**src/rtl/seg7_scan_driver.sv**
```systemverilog
// Four-digit multiplexed 7-segment driver with per-frame input snapshot and anti-ghost enable timing.
// Optional brightness control (input bright) is enabled by defining SEG_DIM_EN.
module seg7_scan_driver #(
    parameter int SCAN_DIV       = 125000,
    parameter bit SEG_ACTIVE_LOW = 1'b1,
    parameter bit AN_ACTIVE_LOW  = 1'b1
) (
    input  logic       clk,
    input  logic       rst,
    input  logic [3:0] bcd0,
    input  logic [3:0] bcd1,
    input  logic [3:0] bcd2,
    input  logic [3:0] bcd3,
    input  logic [3:0] dp_in,
`ifdef SEG_DIM_EN
    input  logic [2:0] bright,
`endif
    output logic [6:0] seg,
    output logic       dp,
    output logic [3:0] an,
    output logic       frame_tick
);

    localparam int             PW      = (SCAN_DIV > 1) ? $clog2(SCAN_DIV) : 1;
    localparam logic [PW-1:0]  CNT_MAX = PW'(SCAN_DIV - 1);
    localparam logic [6:0]     SEG_OFF = {7{SEG_ACTIVE_LOW}};
    localparam logic           DP_OFF  = SEG_ACTIVE_LOW;
    localparam logic [3:0]     AN_OFF  = {4{AN_ACTIVE_LOW}};

    logic [PW-1:0] cnt;
    logic [PW-1:0] cnt_next;
    logic [1:0]    idx;
    logic [1:0]    idx_next;
    logic [3:0]    sh0, sh1, sh2, sh3;
    logic [3:0]    sh_dp;
    logic          live;
    logic          tick;
    logic          wrap;
    logic          an_on;
    logic          an_en;
    logic [3:0]    code;
    logic          dp_sel;
    logic [3:0]    one_hot;
    logic [3:0]    an_next;

    function automatic logic [6:0] decode(input logic [3:0] c);
        case (c)
            4'h0:    decode = 7'b0111111;
            4'h1:    decode = 7'b0000110;
            4'h2:    decode = 7'b1011011;
            4'h3:    decode = 7'b1001111;
            4'h4:    decode = 7'b1100110;
            4'h5:    decode = 7'b1101101;
            4'h6:    decode = 7'b1111101;
            4'h7:    decode = 7'b0000111;
            4'h8:    decode = 7'b1111111;
            4'h9:    decode = 7'b1101111;
            4'hF:    decode = 7'b1000000;
            default: decode = 7'b0000000;
        endcase
    endfunction

    assign tick     = (cnt == CNT_MAX);
    assign wrap     = tick && (idx == 2'd3);
    assign cnt_next = tick ? '0 : cnt + PW'(1);
    assign idx_next = idx + 2'd1;

    // On the wrap edge the shadow is being loaded, so slot 0 takes its code from the inputs directly.
    always_comb begin
        code   = 4'hA;
        dp_sel = 1'b0;
        if (wrap) begin
            code   = bcd0;
            dp_sel = dp_in[0];
        end else begin
            case (idx_next)
                2'd0:    begin code = sh0; dp_sel = sh_dp[0]; end
                2'd1:    begin code = sh1; dp_sel = sh_dp[1]; end
                2'd2:    begin code = sh2; dp_sel = sh_dp[2]; end
                default: begin code = sh3; dp_sel = sh_dp[3]; end
            endcase
        end
    end

`ifdef SEG_DIM_EN
    logic [31:0] lim;
    always_comb begin
        lim   = ((32'(bright) + 32'd1) * 32'(SCAN_DIV)) / 32'd8;
        an_on = (cnt_next != '0) && (32'(cnt_next) < lim);
    end
`else
    assign an_on = (cnt_next != '0);
`endif

    // Enable is computed for the next cycle: off at slot start (cnt_next == 0), on from cnt 1.
    always_comb begin
        one_hot = 4'b0001 << idx;
        an_en   = live && an_on;
        an_next = an_en ? (AN_OFF ^ one_hot) : AN_OFF;
    end

    always_ff @(posedge clk or posedge rst) begin
        if (rst) begin
            cnt        <= '0;
            idx        <= '0;
            sh0        <= 4'hA;
            sh1        <= 4'hA;
            sh2        <= 4'hA;
            sh3        <= 4'hA;
            sh_dp      <= '0;
            live       <= 1'b0;
            seg        <= SEG_OFF;
            dp         <= DP_OFF;
            an         <= AN_OFF;
            frame_tick <= 1'b0;
        end else begin
            cnt        <= cnt_next;
            frame_tick <= wrap;
            an         <= an_next;
            if (tick) begin
                idx <= idx_next;
                seg <= SEG_OFF ^ decode(code);
                dp  <= DP_OFF ^ dp_sel;
            end
            if (wrap) begin
                sh0   <= bcd0;
                sh1   <= bcd1;
                sh2   <= bcd2;
                sh3   <= bcd3;
                sh_dp <= dp_in;
                live  <= 1'b1;
            end
        end
    end

endmodule

```
**config.mk**
```make
export PLATFORM = sky130hd
export DESIGN_NAME = seg7_scan_driver
export DESIGN_NICKNAME = d
export VERILOG_FILES = /design/src/rtl/seg7_scan_driver.sv
export SDC_FILE = /design/constraint.sdc
export NUM_CORES = 1
export LEC_CHECK = 0
export BUFFER_PORTS_ARGS = -buffer_cell sky130_fd_sc_hd__buf_2
export CORE_ASPECT_RATIO = 0.6
export CORE_UTILIZATION = 30
export DETAILED_ROUTE_END_ITERATION = 16
export GPL_ROUTABILITY_DRIVEN = 1
export GPL_TIMING_DRIVEN = 0
export PLACE_DENSITY = 0.48
export SLEW_MARGIN = 20
export SYNTH_ARGS = -nofsm -noshare
export SYNTH_HDL_FRONTEND = slang
export SYNTH_SLANG_ARGS = --single-unit
export TNS_END_PERCENT = 30
```
**constraint.sdc**
```tcl
create_clock -name clk -period 2.7 [get_ports clk]
set_input_delay 0.135 -clock clk [delete_from_list [all_inputs] [get_ports clk]]
set_output_delay 0.135 -clock clk [all_outputs]
set_load 0.05 [all_outputs]
```
==> metrics.yaml <==
outcome:
  outcome: "finished, final reports clean"
critical_path:
  end_kind: "register"
  worstPathArrival_ns: 2.78
  criticalPathCategory: "register to register"
  rrSetupSlack_ns: 0.14
  cp_max_fo: 9
  required_ns: 2.92
  worstSetupStartpointType: "register"
worst_hold_path:
  hp-class: "primary input to register"
power_and_ir_drop:
  power.leakage_uw: 0.00160
  cellPowerDensity_nw_per_um2: 424
  ir_drop_v: 0.000216
  power.internal_uw: 1230
  netSwitchingPower_uw: 320
  power.share.clock: 0.466
  switching_share: 0.206
  pwr-share-comb: 0.030
  sequentialPowerShare: 0.504
synth:
  syn_area_um2: 3030
  synthFlopType: "dfrtp_1"
  yosysUniqueCellTypes: 57
  yosys-top-cells-area: "dfrtp_1 (26%), dfstp_2 (17%), nand2_1 (9.9%)"
  yosysTopAreaCellShare: 0.264
  async_flop_share: 1.00
  synthCells: 332
  yosysTopAreaCell: "dfrtp_1"
  synth_nets: 366
  synth.avg_cell_area_um2: 9.12
  synth_warnings: 0
  ys_seq_elements: 52
  synth_edf_count: 0
  yosysSeqAreaShare: 0.438
global_routing:
  antenna_found_initial: 0
  grt_use_total: 0.165
  grt_pass1_vias: 2384
  grt_overflow: 0
  grt_pass1_wl_um: 13300
  grt_max_degree: 53
floorplanning:
  core_area_um2: 9490
  initial_core_util: 0.319
  dieHeight_um: 79.8
  pin_count: 35
  die_x_um: 132
  num_rows: 27
  die_area_um2: 10500
cts:
  cts.clk_slew.worst_paths_ns: 0.07
  cts.sink_count: 52
  worstSkewPairLatency_ns: 0.30
  clockBufferDepth: 2
  htreeDepth: 2
  cts_tree: "done"
  cts_root_buf: "clkbuf_16"
  cts_buffers: 5
layout:
  syn_to_final_growth_pct: 21.0
  layout_common_cells: "nand2_1 (79), buf_2 (41), dfrtp_1 (31), dfstp_2 (20), nor2_1 (16)"
  layout.cells.non_filler: 510
  n_antenna_cell: 0
  nets: 413
  fin_area_um2: 3660
  final_common_cell: "nand2_1"
  drive_gt1_frac: 0.274
timing:
  hold_viol: 0
  fin_crit_ns: 2.56
  fin_crit_sh: 0.949
  fmax_mhz: 390
  finalSetupViolations: 0
  setup_slack_ns: 0.137
  drv_slew: 0
  relSlewSlack: 0.477
  fin_skew_ns: 0.0104
  hold_slack_ns: 0.0210
  max_slew.worst_pin.slew_ns: 0.778
place:
  gp_congestion: 0.818
  dp_cells: 496
  place.port_buffers: 34
  place_ws_ns: -0.469
  post_dp_cell_area_um2: 3360
  dp_hpwl_um: 5890
job:
  cap_violations: 0
drt:
  route.detailed.drc: 0
  detail-route-antenna-nets: 0
  vias_per_cell: 5.16
  initialDrtViolationCount: 318
  drt_wl_total_um: 8180
  dr.pass1.iters: 4
  wire_per_inst_um: 16.0
  vias: 2632
Yosys cell counts (2+ instances only):
cell and instances:
and3_1 4, nand4_1 6, clkbuf_1 5, nand3_1 7, nor2_1 16, a21oi_1 14
a211oi_1 3, a222oi_1 2, nor4b_2 2, and2_1 7, o21ai_0 14, a221oi_1 2
and4bb_2 2, nor4_1 3, ha_1 12, nor3_1 7, buf_2 9, o21ai_1 2
dfstp_2 20, or2_2 2, nand4_2 2, a31oi_1 2, dfrtp_1 32, a221o_1 2
nand2b_1 4, nor3b_1 2, nand2_1 80, inv_1 10, a211o_1 2, xor2_1 7
a22oi_1 2, xnor2_1 12, a311o_1 2, buf_4 3, and4_1 4, nor2b_1 2
o31ai_1 2, mux2i_1 4
metrics by stage:
step	TNS (ns)	total power, uW	utilization
6_report	0	1560	0.386
5_1_grt	-0.00766	1620	0.386
4_1_cts	0	1580	0.381
3_5_place_dp	-2.46	844	0.354
3_3_place_gp	-2.15	843	0.354
2_1_floorplan	0	817	-
sequential cells by signal, indices dropped and copies added, names as in the netlist:
signal / cells
cnt: 17
seg: 7
an: 4
sh0: 4
sh1: 4
sh2: 4
sh3: 4
sh_dp: 3
idx: 2
dp: 1
frame_tick: 1
live: 1
final timing paths:
| check | from | endpoint | cells past startpoint |
|---|---|---|---|
| min | bcd1[1] | sh1[1]$_DFFE_PP1P_ | 3 |
| min in group asynchronous | rst | cnt[13]$_DFF_PP0_ | 3 |
| max | idx[0]$_DFFE_PP0N_ | seg[5]$_DFFE_PP1N_ | 7 |
| max in group asynchronous | rst | cnt[8]$_DFF_PP0_ | 3 |
| max reg2reg | idx[0]$_DFFE_PP0N_ | seg[5]$_DFFE_PP1N_ | 7 |
| min reg2reg | sh2[3]$_DFFE_PP1P_ | sh2[3]$_DFFE_PP1P_ | 2 |
per-layer routing:
layer / share of wire / wire length [um] / vias up / GRT usage
met5: 0 / 0 / - / 0
met1: 0.57 / 4660 / 1281 / 0.271
met2: 0.36 / 2940 / 89 / 0.198
met4: 0.0053 / 43 / 0 / 0.0349
met3: 0.066 / 536 / 5 / 0.0457
li1: - / - / 1257 / -
timing repair:
item	4_1_cts	5_1_grt
hold endpoints to repair	32	0
pin swaps	3	6
gates resized for setup	11	9
endpoints found under the setup margin	7	5
hold buffers	1	0
gates cloned	0	0
setup buffers	4	3
logic make-up (layout without fill, tap and decap cells):
logic type / after synthesis / in the layout / synth area share
compound gates: 59 / 59 / 0.134
simple gates: 155 / 155 / 0.258
flops: 52 / 52 / 0.438
mux: 6 / 6 / 0.0215
fa+ha+maj: 12 / 12 / 0.0496
xor+xnor: 19 / 19 / 0.0550
buf+inv: 29 / 77 / 0.0438
power groups by stage:
stage / sequential, uW / clock (uW) / combinational [uW]
detailed placement: 797 / 0 / 46.4
global placement: 797 / 0 / 46.0
floorplan: 803 / 0 / 14.3
global route: 784 / 785 / 52.3
finish: 784 / 724 / 47.0
CTS: 783 / 750 / 48.3
final cells by class:
class / count / area [um^2]
Clock inverter: 2 / 35.0
Fill cell: 959 / 5830
Sequential cell: 52 / 1330
Clock buffer: 6 / 129
Buffer: 17 / 96.3
Tap cell: 130 / 163
Inverter: 10 / 40.0
Multi-Input combinational cell: 251 / 1640
Timing Repair Buffer: 42 / 233
critical path, cell delays in order (launching register included):
cell,delay (ns)
dfrtp_1,0.40
inv_1,0.15
ha_1,0.43
mux2i_1,0.65
o21ai_1,0.25
and2_1,0.26
a31o_1,0.22
a21oi_1,0.13
Note: power is estimated with default switching activity, not from simulation.
